<file path="config.mk">
export PLATFORM = sky130hd
export DESIGN_NAME = instruction_fetch_unit
export DESIGN_NICKNAME = d
export VERILOG_FILES = /design/src/rtl/instruction_fetch_unit.sv
export SDC_FILE = /design/constraint.sdc
export NUM_CORES = 1
export LEC_CHECK = 0
export CORE_MARGIN = 2
export CORE_UTILIZATION = 46
export CTS_BUF_LIST = sky130_fd_sc_hd__clkbuf_16
export DETAILED_ROUTE_END_ITERATION = 10
export PLACE_DENSITY = 0.74
export SYNTH_ARGS = -nofsm -noshare
export SYNTH_HDL_FRONTEND = slang
export SYNTH_SLANG_ARGS = --single-unit
</file>
<file path="constraint.sdc">
create_clock -name clk -period 19.87 [get_ports clk]
set_input_delay 4.9675 -clock clk [delete_from_list [all_inputs] [get_ports clk]]
set_output_delay 4.9675 -clock clk [all_outputs]
set_load 0.01 [all_outputs]
</file>
<file path="src/rtl/instruction_fetch_unit.sv">
// PC generator and fetch queue sitting between the instruction memory and
// decode. The PC drives the memory address directly; the returned word is
// captured together with its PC into a small circular FIFO whose head is
// offered to decode over a valid/ready handshake. Redirects flush the FIFO
// and reload the PC; a misaligned redirect target parks the unit in FAULT
// until an aligned redirect arrives.
module instruction_fetch_unit #(
  parameter logic [63:0] RESET_VECTOR = 64'h0,
  parameter int          DEPTH        = 2
) (
  input  logic        clk,
  input  logic        resetN,
  output logic [63:0] imemAddress,
  input  logic [31:0] imemInstruction,
  input  logic        redirectValid,
  input  logic [63:0] redirectTarget,
  output logic        fetchValid,
  output logic [31:0] fetchInstruction,
  output logic [63:0] fetchPc,
  input  logic        fetchReady,
  output logic        fetchFault,
  output logic [63:0] faultPc
);

  localparam int PTR_W = (DEPTH > 1) ? $clog2(DEPTH) : 1;
  localparam int CNT_W = $clog2(DEPTH + 1);
  localparam logic [CNT_W-1:0] DEPTH_C = CNT_W'(DEPTH);
  localparam logic [PTR_W-1:0] LAST_C  = PTR_W'(DEPTH - 1);

  typedef enum logic {
    S_RUN   = 1'b0,
    S_FAULT = 1'b1
  } state_t;

  state_t             state;
  state_t             state_nxt;

  logic [63:0]        pc_p0;
  logic [63:0]        q_pc_p1   [DEPTH];
  logic [31:0]        q_insn_p1 [DEPTH];
  logic [PTR_W-1:0]   head;
  logic [PTR_W-1:0]   tail;
  logic [CNT_W-1:0]   count;
  logic               fault_q;
  logic [63:0]        fault_pc_q;

  logic               push;
  logic               pop;
  logic               target_aligned;

  // Sequential PC advance; wraps modulo 2^64 by natural overflow.
  function automatic logic [63:0] pc_inc(input logic [63:0] p);
    return p + 64'd4;
  endfunction

  // Circular pointer advance; DEPTH need not be a power of two.
  function automatic logic [PTR_W-1:0] ptr_inc(input logic [PTR_W-1:0] p);
    if (p == LAST_C) begin
      return '0;
    end
    return p + PTR_W'(1);
  endfunction

  assign target_aligned = (redirectTarget[1:0] == 2'b00);

  // Head is only exposed while running; FAULT is entered through a flush so
  // count is zero there anyway, the state term just makes it explicit.
  assign fetchValid = (state == S_RUN) && (count != '0);
  assign pop        = fetchValid && fetchReady;
  assign push       = (state == S_RUN) && !redirectValid && ((count < DEPTH_C) || pop);

  // ---- stage p0: PC register drives the memory address ----
  assign imemAddress = pc_p0;

  // ---- stage p1: queue head feeds decode, no path from imemInstruction ----
  assign fetchPc          = q_pc_p1[head];
  assign fetchInstruction = q_insn_p1[head];
  assign fetchFault       = fault_q;
  assign faultPc          = fault_pc_q;

  // Next-state logic: only a redirect moves the FSM, alignment picks the state.
  always_comb begin
    state_nxt = state;
    if (redirectValid) begin
      state_nxt = target_aligned ? S_RUN : S_FAULT;
    end
  end

  // State register.
  always_ff @(posedge clk) begin
    if (!resetN) begin
      state <= S_RUN;
    end else begin
      state <= state_nxt;
    end
  end

  // PC, queue pointers/occupancy and fault capture; redirect beats push/pop.
  always_ff @(posedge clk) begin
    if (!resetN) begin
      pc_p0      <= RESET_VECTOR;
      head       <= '0;
      tail       <= '0;
      count      <= '0;
      fault_q    <= 1'b0;
      fault_pc_q <= '0;
    end else if (redirectValid) begin
      pc_p0 <= redirectTarget;
      head  <= '0;
      tail  <= '0;
      count <= '0;
      if (target_aligned) begin
        fault_q <= 1'b0;
      end else begin
        fault_q    <= 1'b1;
        fault_pc_q <= redirectTarget;
      end
    end else begin
      if (push) begin
        pc_p0 <= pc_inc(pc_p0);
        tail  <= ptr_inc(tail);
      end
      if (pop) begin
        head <= ptr_inc(head);
      end
      if (push && !pop) begin
        count <= count + CNT_W'(1);
      end else if (pop && !push) begin
        count <= count - CNT_W'(1);
      end
    end
  end

  // Queue storage: capture {pc, instruction} at the tail on every push.
  always_ff @(posedge clk) begin
    if (!resetN) begin
      for (int i = 0; i < DEPTH; i++) begin
        q_pc_p1[i]   <= '0;
        q_insn_p1[i] <= '0;
      end
    end else if (push) begin
      q_pc_p1[tail]   <= pc_p0;
      q_insn_p1[tail] <= imemInstruction;
    end
  end

endmodule

</file>
Word-level counts from Yosys, hierarchy flattened. Memory sizes are Yosys's and may differ from the RTL's. A register that Yosys moved wholly into a read port is not among the register bits. Index checks and enable logic that the tools add are counted.

Input port bits: 100. Memory bits (read-only): 0. Memory bits (writable): 192. Register bits: 133. Logic and storage cells: 66. Latch bits: 0. Memories: 2. Output and inout bits: 226.

Memory list: q_pc_p1 (depth 2, width 64, rd ports 1, clocked after memory_dff 1, wr ports 2, line 39) `logic [63:0] q_pc_p1 [DEPTH];`; q_insn_p1 (depth 2, width 32, rd ports 1, clocked after memory_dff 1, wr ports 2, line 40) `logic [31:0] q_insn_p1 [DEPTH];`.

Magnitude comparators: 1. Multiplexer cells: 31. Shift-type cells: 0. Reduce and logical (&&, ||, !) cells: 18. Div/mod/pow operators: 0. Multiply operators: 0. Bitwise logic cells: 3. Eq/ne operators: 0. Add/subtract/negate cells: 5.

Operators with widths (number): two-way mux 64 bit (3); adder 64 x 3 -> 64 bit (second input constant) (1); OR reduction 64 bit (1); two-way mux 32 bit (1); OR reduction 32 bit (1); two-way mux 1 bit (25); logical AND 1 bit (6); nonzero test 2 bit (3); two-way mux 2 bit (2); zero test 1 bit (3); inverter 1 bit (3); adder 1 bit (second input constant) (2); adder 2 x 1 -> 2 bit (second input constant) (1); zero test 2 bit (1); less-than comparator 2 bit (second input constant) (1); AND reduction 2 bit (1); OR reduction 2 bit (1); subtractor 2 x 1 -> 2 bit (second input constant) (1); logical OR 1 bit (1).

Logic depth before layout (Yosys ltp). Gate-level depths: netlist (run 1).

Depth after elaboration: 10. Depth in mapped cells: 8.

Worst setup path before layout (run 1). No wires, ideal clock.

Path kind: input to register. From: input redirectValid. To: memory q_insn_p1[0][0] (enable). Library setup time: 0.811 ns. Required time: 19.059 ns. Arrival: 15.313 ns. Path slack: 3.746 ns. Stages: 4. Path through: clkbuf_1 clkbuf_1 clkbuf_1 o41ai_1.

RTL lines: from (decl) (line 15) `input logic redirectValid,`; to (decl) (line 40).

==> metrics.md, run 1 <==
| Metric | Value |
|---|---|
| Post-synthesis net count | about 1.4k |
| Power share of the sequential group | 48.3% |
| Largest net degree at the start of global routing | about 110 |
| Relative slew slack | a little under a third |
| H-tree depth | 2 |
| Arrival @ worst endpoint | just over 8000 ps |
| Clock-pin slew on the worst setup and hold paths | 60 ps |
| EDFF count, synth | approximately 190 |
| Setup_tns | 0 ps |
| Fmax | about 120 MHz |
| Async set-reset flop share out of synthesis | 0% |
| Power density over the cells | 84.7 mW/mm² |
| Crit path buf inv count | 3 |
| CP top delay family | buffers and inverters |
| Synth Warn # | 0 |
| Gr usage total | 23.4% |
| Top_reg_cell synth | edfxtp_1 |
| Skew final | roughly 18 ps |
| Antenna viol nets, final | 0 |
| Cell Area, Synth | between 0.01 and 0.015 mm² |
| Crit-path cells | clkdlybuf4s50_1 > nor2b_1 > nor2_1 > and3_2 > buf_4 > nand2b_4 > buf_4 |
| Crit path capture type | flop |
| Sw Pwr | 0.000391 W |
| Height of the chip | between 150 and 200 µm |
| Compound-cell area share of the yosys netlist | 9.26% |
| Grt total ovfl | 0 |
| RePlAce Congestion | 0.865 |
| Clk network pwr share | around two fifths |
| DR pass1 iterations | 5 |
| # diodes | 0 |
| Fin crit share | about 41% |
| Mapped Avg Cell Area | around 11 µm² |
| Max Buffers Root-to-Sink | 3 |
| Post-CTS Setup Bufs | 0 |
| CP max FO | between 90 and 100 |
| I/O pins | 326 |
| Port bufs | ~330 |
| Final #Nets | approximately 1.7k |
| Fin. max-slew vios | 0 |
| Worst endpoint required time | ~20000 ps |
| Share of layout cells above drive strength 1 | approximately 11% |
| P_int | approximately 0.0012 W |
| Hold Buf Count CTS | 0 |
| Post-route cell area | ~0.019 mm² |
| CORE AREA | 0.0315 mm² |
| Leak | roughly 7.1 nW |
| Min-delay worst type | reg2reg |
| Most used cell, CP | buf_4 |
| PostCTS Resize Cnt | 0 |
| Minimum clock period | ~8100 ps |
| CTS Buf Count | 37 |
| Initial antenna violation count | 0 |
| WHS | around 470 ps |
| Unrepaired setup endpoints after global routing | no |
| WL/cell | between 15 and 20 µm |
| Gate power share | between 10% and 20% |
| Die footprint | between 0.03 and 0.04 mm² |
| Flops & latches, synth | between 300 and 400 |
| Via density | roughly 5.5 |
| Slew @ Worst Pin | between 1000 and 1500 ps |
| Drt drc | 0 |
| Largest family of logic cells by synthesized area | simple AND/OR/NAND/NOR gates |
| CTS tree | yes |
| Initial DRC count | between 800 and 900 |
| Synth-to-layout area growth | 31.5% |
| Outcome | finished, final reports clean |
| Largest stage delay, worst path | around 700 ps |
| Seq/Total Area, Yosys | between 50 and 60% |
| Final setup violation count | 0 |
| Initial core utilization | 46.7% |
| Crit-path slowest cell | nand2b_4 |
| Std cell rows | 65 |
| Vias in the first global route | approximately 11k |
| Final core occ | roughly 61% |
| Clock sinks | approximately 330 |
| Fillers | about 2.6k |
| Worst VDD drop | approximately 0.086 mV |
| Tot Pwr | roughly 0.0016 W |
| Die W | roughly 180 µm |
| Skew-Pair Late Insertion Delay | 510 ps |
| Clock Tree Root | clkbuf_16 |
| DR vias | roughly 11k |
| First-pass GRT wire length | around 60000 µm |
| Placed Area | about 0.018 mm² |
| Hpwl dp | between 20000 and 30000 µm |
| Net Sw Frac | 23.9% |
| Critical setup path kind | in2reg |
| Synth Area in Adders | less than 1% |
| Cells after synthesis | between 1k and 1.5k |
| Final hold vios | 0 |
| Max-cap violation count | 0 |
| Yosys cell types | just under 60 |
| Xor and xnor area share after synthesis | 1.55% |
| Routed wire length | 40400 µm |
| Setup crit start kind | input port |
| Simple-Gate Fraction of Synth Area | 21.2% |
| Mux share of post-synthesis cell area | under 10% |
-- metal layers --
layer / part of all wire, % / vias to the layer above / track usage, %
met4: 2.5 / 0 / 6.90
met5: 0 / - / 0
met1: 45 / 5425 / 33.0
li1: - / 5301 / -
met3: 7.3 / 63 / 4.86
met2: 45 / 427 / 36.5
-- final timing paths --
kind	end	slack [ps]	start	cells past startpoint
max	q_pc_p1[1][1]	11740	fetchReady	7
min	faultPc[39]	470	faultPc[39]	2
max reg2reg	q_pc_p1[1][1]	16290	count[1]	6
min reg2reg	faultPc[39]	470	faultPc[39]	2
-- state kept, by name, summed over array words and instances, names as in the netlist, named ones only --
| register | count |
|---|---|
| imemAddress | 64 |
| count | 2 |
| q_pc_p1 | 128 |
| faultPc | 64 |
| fetchFault | 1 |
| q_insn_p1 | 64 |
| head | 1 |
| tail | 1 |
-- cells by family after synthesis --
group / count (synthesis)
buf+inv: 109
simple gates: 571
fa+ha+maj: 2
mux: 98
flops: 326
compound gates: 190
xor+xnor: 26
-- layout make-up --
cell class / count / area, µm² / area share [%]
inverter: 16 / 60.1 / 0.311
clock buffer: 37 / 926 / 4.79
timing repair buffer: 336 / 3330 / 17.2
tap: 402 / 503 / 2.60
multi-input combinational: 887 / 5870 / 30.4
clock inverter: 26 / 198 / 1.02
sequential: 326 / 8450 / 43.7
-- tightest hold or removal path, cell delays in order (launching register included) --
cell and delay [ps]:
dfxtp_1 310, nand2_1 50, a21boi_0 60
-- cell usage in the layout (no fill, tap or decap), drive strengths merged, types with 24 or more instances in the layout --
cell type and count:
mux2 96, clkdlybuf4s50 323, edfxtp 192, nor4 24, o21ai 43, and2 197, inv 24, nand2 170
dfxtp 134, nand3 30, a21boi 69, nor3 33, clkbuf 37
-- power by group through the flow --
stage               clock network, W  registers (W)   logic, W
floorplan                          0       0.000804  0.0000878
global placement                   0       0.000802   0.000208
detailed placement                 0       0.000805   0.000210
CTS                         0.000648       0.000791   0.000211
global route                0.000676       0.000796   0.000224
finish                      0.000637       0.000791   0.000209
-- synthesized netlist by cell type, drive strengths merged (3+ instances only) --
| cell type | number | area share (%) |
|---|---|---|
| or3 | 12 | 0.51 |
| inv | 15 | 0.38 |
| nand2 | 170 | 4.3 |
| nor2b | 9 | 0.38 |
| a31oi | 6 | 0.26 |
| nor2 | 21 | 0.54 |
| o211a | 14 | 0.95 |
| or4 | 3 | 0.18 |
| buf | 15 | 0.42 |
| clkbuf | 78 | 2.0 |
| o21ai | 43 | 1.5 |
| xnor2 | 19 | 1.1 |
| xor2 | 7 | 0.42 |
| a311oi | 10 | 0.60 |
| and2 | 197 | 8.4 |
| and3 | 17 | 0.73 |
| nor4b | 4 | 0.24 |
| nand4 | 21 | 0.94 |
| nor4 | 24 | 1.2 |
| nand3 | 30 | 1.0 |
| and4 | 12 | 0.72 |
| or2 | 3 | 0.13 |
| a21boi | 69 | 3.5 |
| nor3 | 33 | 1.2 |
| o211ai | 4 | 0.20 |
| a211oi | 13 | 0.66 |
| nand2b | 9 | 0.38 |
| dfxtp | 134 | 18 |
| edfxtp | 192 | 39 |
| mux2 | 96 | 7.4 |
| nor3b | 3 | 0.15 |
| a41oi | 3 | 0.18 |
| a21oi | 11 | 0.37 |
-- metrics by stage --
step	cells	worst slack, ps
6_report	2030	11740
5_1_grt	2030	11480
4_1_cts	2030	11710
3_5_place_dp	1967	11170
3_3_place_gp	1967	11210
2_1_floorplan	1322	3750
Power figures use the tool's default switching activity.
==> run 2, diff against run 1 <==
--- a/config.mk
+++ b/config.mk
@@ -9,7 +9,7 @@
 export CORE_UTILIZATION = 46
 export CTS_BUF_LIST = sky130_fd_sc_hd__clkbuf_16
 export DETAILED_ROUTE_END_ITERATION = 10
-export PLACE_DENSITY = 0.74
+export PLACE_DENSITY = 0.77
 export SYNTH_ARGS = -nofsm -noshare
 export SYNTH_HDL_FRONTEND = slang
 export SYNTH_SLANG_ARGS = --single-unit
==> constraint.sdc (replaced) <==
create_clock -name clk -period 6.75 [get_ports clk]
set_input_delay 1.6875 -clock clk [delete_from_list [all_inputs] [get_ports clk]]
set_output_delay 1.6875 -clock clk [all_outputs]
set_load 0.01 [all_outputs]
==> metrics.md, run 2 (same netlist as run 1, synthesis figures left out) <==
| Metric | Value |
|---|---|
| Std cell rows | 65 (unchanged) |
| Clock-pin slew on the worst setup and hold paths | 60 ps (about the same) |
| Worst Setup Slack, final | 1870 ps (-9860 ps) |
| Arrival @ worst endpoint | 5010 ps (-3250 ps) |
| Critical setup path kind | in2reg |
| Routed wire length | 40800 µm (+1.0%) |
| Setup crit start kind | input port |
| Largest stage delay, worst path | 740 ps (+40 ps) |
| CTS tree | yes |
| Post-CTS Setup Bufs | 0 (unchanged) |
| P_int | 0.00359 W (+190%) |
| Fin. max-slew vios | 0 (unchanged) |
| Top reg by flops | q_pc_p1 |
| Setup_tns | 0 ps (unchanged) |
| Worst reg-to-reg path cell count | 6 (unchanged) |
| Share of layout cells above drive strength 1 | 10.7% (-0.25 points) |
| Clock Tree Root | clkbuf_16 |
| DR pass1 iterations | 5 (unchanged) |
| Power density over the cells | 246 mW/mm² (+190%) |
| Worst endpoint required time | 6880 ps (-13120 ps) |
| Port bufs | 325 (unchanged) |
| H-tree depth | 2 (unchanged) |
| Crit path buf inv count | 3 (unchanged) |
| First-pass GRT wire length | 63300 µm (+2.6%) |
| Final #Nets | 1704 (-0.12%) |
| Leak | 7.10 nW (-0.33%) |
| Via density | 5.60 (+1.3%) |
| RePlAce Congestion | 0.907 (+4.9%) |
| Largest net degree at the start of global routing | 124 (+12%) |
| Vias in the first global route | 11.2k (+3.1%) |
| Slew @ Worst Pin | 1180 ps (+149 ps) |
| Gr usage total | 24.0% (+0.56 points) |
| Initial core utilization | 46.7% (unchanged) |
| CTS Buf Count | 36 (-2.7%) |
| Gate power share | 12.9% (about the same) |
| Placement Setup Slack | 1340 ps (-9820 ps) |
| Relative slew slack | 21.1% (-10 points) |
| CP top delay family | buffers and inverters |
| # diodes | 0 (unchanged) |
| I/O pins | 326 (unchanged) |
| Crit-path cells | clkdlybuf4s50_1 > nor2b_1 > nor2_1 > and3_2 > buf_4 > nand2b_4 > buf_4 |
| Crit path capture type | flop |
| PostCTS Resize Cnt | 0 (unchanged) |
| CORE AREA | 0.0315 mm² (unchanged) |
| Worst VDD drop | 0.160 mV (+87%) |
| Clock sinks | 326 (unchanged) |
| Drt drc | 0 (unchanged) |
| Power share of the sequential group | 49.1% (+0.8 points) |
| Final setup violation count | 0 (unchanged) |
| Worst Hold Depth | 2 (unchanged) |
| Clk network pwr share | 38.0% (-0.9 points) |
| Sw Pwr | 0.00116 W (+200%) |
| Hold Buf Count CTS | 0 (unchanged) |
| Net Sw Frac | 24.5% (+0.56 points) |
| Initial DRC count | 1010 (+21%) |
| Synth-to-layout area growth | 31.3% |
| Fmax | 205 MHz |
| Max Buffers Root-to-Sink | 3 (unchanged) |
| DR vias | 11.4k (+1.3%) |
| Antenna viol nets, final | 0 (unchanged) |
| CP max FO | 97 (unchanged) |
| Levels on crit path | 7 (unchanged) |
| Height of the chip | 183 µm (unchanged) |
| Skew-Pair Late Insertion Delay | 510 ps (about the same) |
| Fin crit share | between 70% and 80% |
| Crit-path slowest cell | buf_4 |
| Die W | 183 µm (unchanged) |
| Number of flip-flops in the largest register | 128 (unchanged) |
| Hpwl dp | 27200 µm (+1.4%) |
| Commonest non-fill, non-tap cell in the layout | clkdlybuf4s50_1 |
| Final hold vios | 0 (unchanged) |
| Min-delay worst type | reg2reg |
| Minimum clock period | roughly 4900 ps |
| Outcome | finished, final reports clean |
| Unrepaired setup endpoints after global routing | no |
| Max-cap violation count | 0 (unchanged) |
| Skew final | 14.1 ps (-4.24 ps) |
| Initial antenna violation count | 0 (unchanged) |
| Most frequent cells in the layout | clkdlybuf4s50_1 (323), and2_1 (197), edfxtp_1 (192) |
| Die footprint | 0.0334 mm² (unchanged) |
| WL/cell | 20.1 µm (+1.0%) |
| Most used cell, CP | buf_4 |
| Grt total ovfl | 0 (unchanged) |
-- run 2: final cells by class --
| cell class | count | area (µm²) |
|---|---|---|
| Clock buffer | 37 | 926 |
| Clock inverter | 27 | 151 |
| Fill cell | 2482 | 12200 |
| Inverter | 16 | 60.1 |
| Multi-Input combinational cell | 887 | 5880 |
| Sequential cell | 326 | 8450 |
| Tap cell | 402 | 503 |
| Timing Repair Buffer | 335 | 3320 |
-- run 2: through the flow --
step           util (%)  total power (W)  instances  hold WS, ps  area [µm²]
6_report           61.3          0.00475       2030          465       19300
4_1_cts            61.3          0.00480       2030          467       19300
3_5_place_dp       57.9          0.00299       1966          459       18200
5_1_grt            61.3          0.00492       2030          492       19300
2_1_floorplan         -          0.00262       1322          467       14700
3_3_place_gp       57.9          0.00297       1966          453       18200
-- run 2: worst paths after layout --
check / from / to / slack, ps
min reg2reg: faultPc[31] / faultPc[31] / 470
max: fetchReady / q_insn_p1[1][3] / 1870
max reg2reg: count[1] / q_insn_p1[1][3] / 3090
min: faultPc[31] / faultPc[31] / 470
-- run 2: metal layers --
layer,vias to the layer above,part of all wire [%],GRT usage (%)
met3,81,7.9,5.28
met5,-,0,0
li1,5291,-,-
met2,490,45,37.2
met1,5505,45,33.8
met4,0,2.7,6.94
-- run 2: tightest hold or removal path, delay by kind of cell, from the launching register on --
kind,cells,cell delay [ps]
compound gates,1,60
flops,1,310
simple gates,1,50
-- run 2: power by group through the flow --
stage          registers (W)  logic (W)  clock network [W]
6_report             0.00233   0.000614            0.00181
4_1_cts              0.00233   0.000619            0.00184
3_5_place_dp         0.00237   0.000614                  0
3_3_place_gp         0.00236   0.000607                  0
2_1_floorplan        0.00236   0.000260                  0
5_1_grt              0.00235   0.000658            0.00192
==> run 3, diff against run 2 <==
==> constraint.sdc (replaced) <==
create_clock -name clk -period 4 [get_ports clk]
set_input_delay 1 -clock clk [delete_from_list [all_inputs] [get_ports clk]]
set_output_delay 1 -clock clk [all_outputs]
set_load 0.01 [all_outputs]
==> metrics.md, run 3 (same netlist as run 1, synthesis figures left out) <==
| Metric | Value |
|---|---|
| Outcome | finished, final reports clean |
| Max Buffers Root-to-Sink | 3 (unchanged) |
| Fin crit share | between 80% and 90% |
| First-pass GRT wire length | 63700 µm (+0.74%) |
| Initial DRC count | 1075 (+6.4%) |
| Placement Setup Slack | 518 ps (-827 ps) |
| Worst Hold Depth | 2 (unchanged) |
| Port bufs | 325 (unchanged) |
| Fin. max-slew vios | 0 (unchanged) |
| Clock Tree Root | clkbuf_16 |
| Leak | 7.28 nW (+2.7%) |
| Max-cap violation count | 0 (unchanged) |
| Reg2reg setup slack | 1430 ps (-1660 ps) |
| Fillers | 2506 (+0.97%) |
| Worst VDD drop | 0.318 mV (+99%) |
| Die footprint | 0.0334 mm² (unchanged) |
| CORE AREA | 0.0315 mm² (unchanged) |
| I/O pins | 326 (unchanged) |
| Drt drc | 0 (unchanged) |
| Worst R2R Start | imemAddress[43] |
| Antenna viol nets, final | 0 (unchanged) |
| Min-delay worst type | reg2reg |
| Arrival @ worst endpoint | 2450 ps (-2560 ps) |
| Placed Area | 0.0184 mm² (+1.2%) |
| Final core occ | 62.4% (+1.1 points) |
| CP max FO | 28 (-71%) |
| Initial antenna violation count | 1 (+1) |
| Register area | 0.00845 mm² (unchanged) |
| Height of the chip | 183 µm (unchanged) |
| Worst R2R End | imemAddress[60] |
| Top reg by flops | q_pc_p1 |
| Post-route cell area | 0.0196 mm² (+1.7%) |
| Worst reg-to-reg path cell count | 5 (-1) |
| RePlAce Congestion | 0.870 (-4.1%) |
| Std cell rows | 65 (unchanged) |
| Slew @ Worst Pin | 942 ps (-242 ps) |
| Worst Setup Slack, final | 549 ps (-1320 ps) |
| Relative slew slack | 37.0% (+16 points) |
| Gr usage total | 24.1% (+0.18 points) |
| Clock-pin slew on the worst setup and hold paths | 60 ps (about the same) |
| Via density | 5.55 (-0.90%) |
| Hold Buf Count CTS | 0 (unchanged) |
| Routed wire length | 41000 µm (+0.49%) |
| Final #Nets | 1720 (+0.94%) |
| Most frequent cells in the layout | clkdlybuf4s50_1 (323), and2_1 (197), edfxtp_1 (192) |
| Power density over the cells | 424 mW/mm² (+72%) |
| Initial core utilization | 46.7% (unchanged) |
| Hpwl dp | 28500 µm (+4.8%) |
| Setup_tns | 0 ps (unchanged) |
| Crit path capture type | output port |
| Post-CTS Setup Bufs | 0 (unchanged) |
| DR vias | 11.4k (-0.018%) |
| WHS | 462 ps (-3.39 ps) |
| Skew final | 20.7 ps (+6.59 ps) |
| Critical hold path startpoint | faultPc[60] |
| Setup crit start kind | flop |
| Die W | 183 µm (unchanged) |
| H-tree depth | 2 (unchanged) |
| Hold EP | faultPc[60] |
| Unrepaired setup endpoints after global routing | no |
| Largest net degree at the start of global routing | 97 (-22%) |
| Vias in the first global route | 11.3k (+0.93%) |
| Fmax | 290 MHz |
| Minimum clock period | between 3000 and 4000 ps |
| Number of flip-flops in the largest register | 128 (unchanged) |
| WL/cell | 20.0 µm (-0.39%) |
| Commonest non-fill, non-tap cell in the layout | clkdlybuf4s50_1 |
| Final hold vios | 0 (unchanged) |
| DR pass1 iterations | 6 (+1) |
| PostCTS Resize Cnt | 0 (unchanged) |
| Worst endpoint required time | 3000 ps (-3880 ps) |
| CTS Buf Count | 37 (+2.8%) |
| CTS tree | yes |
| Share of layout cells above drive strength 1 | 11.7% (+1.1 points) |
| Area of the multi-input gates | 0.00588 mm² (unchanged) |
| Synth-to-layout area growth | 33.5% |
| Critical setup path kind | reg2out |
| Skew-Pair Late Insertion Delay | 520 ps (about the same) |
| Grt total ovfl | 0 (unchanged) |
| Clock sinks | 326 (unchanged) |
| Final setup violation count | 0 (unchanged) |
run 3: how the worst max path moves through the flow:
stage	startpoint	to	slack, ps
floorplan	redirectValid	q_insn_p1[0][0]	-1070
global placement	fetchReady	q_pc_p1[0][25]	630
detailed placement	fetchReady	q_pc_p1[0][23]	520
CTS	flop	fetchPc[24]	510
global route	flop	fetchPc[24]	450
finish	flop	fetchPc[24]	550
run 3: critical path: stages (launching register included):
cell and delay (ps):
dfxtp_4 590, buf_4 430, mux2_2 390, clkdlybuf4s50_1 510
run 3: where the power goes:
group          switching [W]  leakage [nW]  total [W]  internal (W)
Combinational       0.000494          3.51    0.00107      0.000574
Sequential          0.000165          3.13    0.00393       0.00377
Clock                0.00132         0.637    0.00333       0.00201
run 3: routing by layer:
metal  up-vias  wire, µm  global-route usage (%)
met1      5491     18100                    33.8
met3        77      3350                    5.16
li1       5319         -                       -
met4         0      1200                    7.65
met2       478     18300                    37.6
met5         -         0                       0
run 3: area by class of cell:
type | instances | share of cell area [%]
multi-input cells | 887 | 30.0
clock buffers | 39 | 4.97
diodes | 2 | 0.0255
inverters | 16 | 0.306
repair buffers | 350 | 18.0
flip-flops and latches | 326 | 43.1
clock inverters | 26 | 1.12
well taps | 402 | 2.56
run 3: stage by stage:
stage	instances	total power [W]
3_5_place_dp	1981	0.00507
4_1_cts	2046	0.00841
6_report	2048	0.00833
5_1_grt	2047	0.00861
3_3_place_gp	1981	0.00505
2_1_floorplan	1322	0.00442
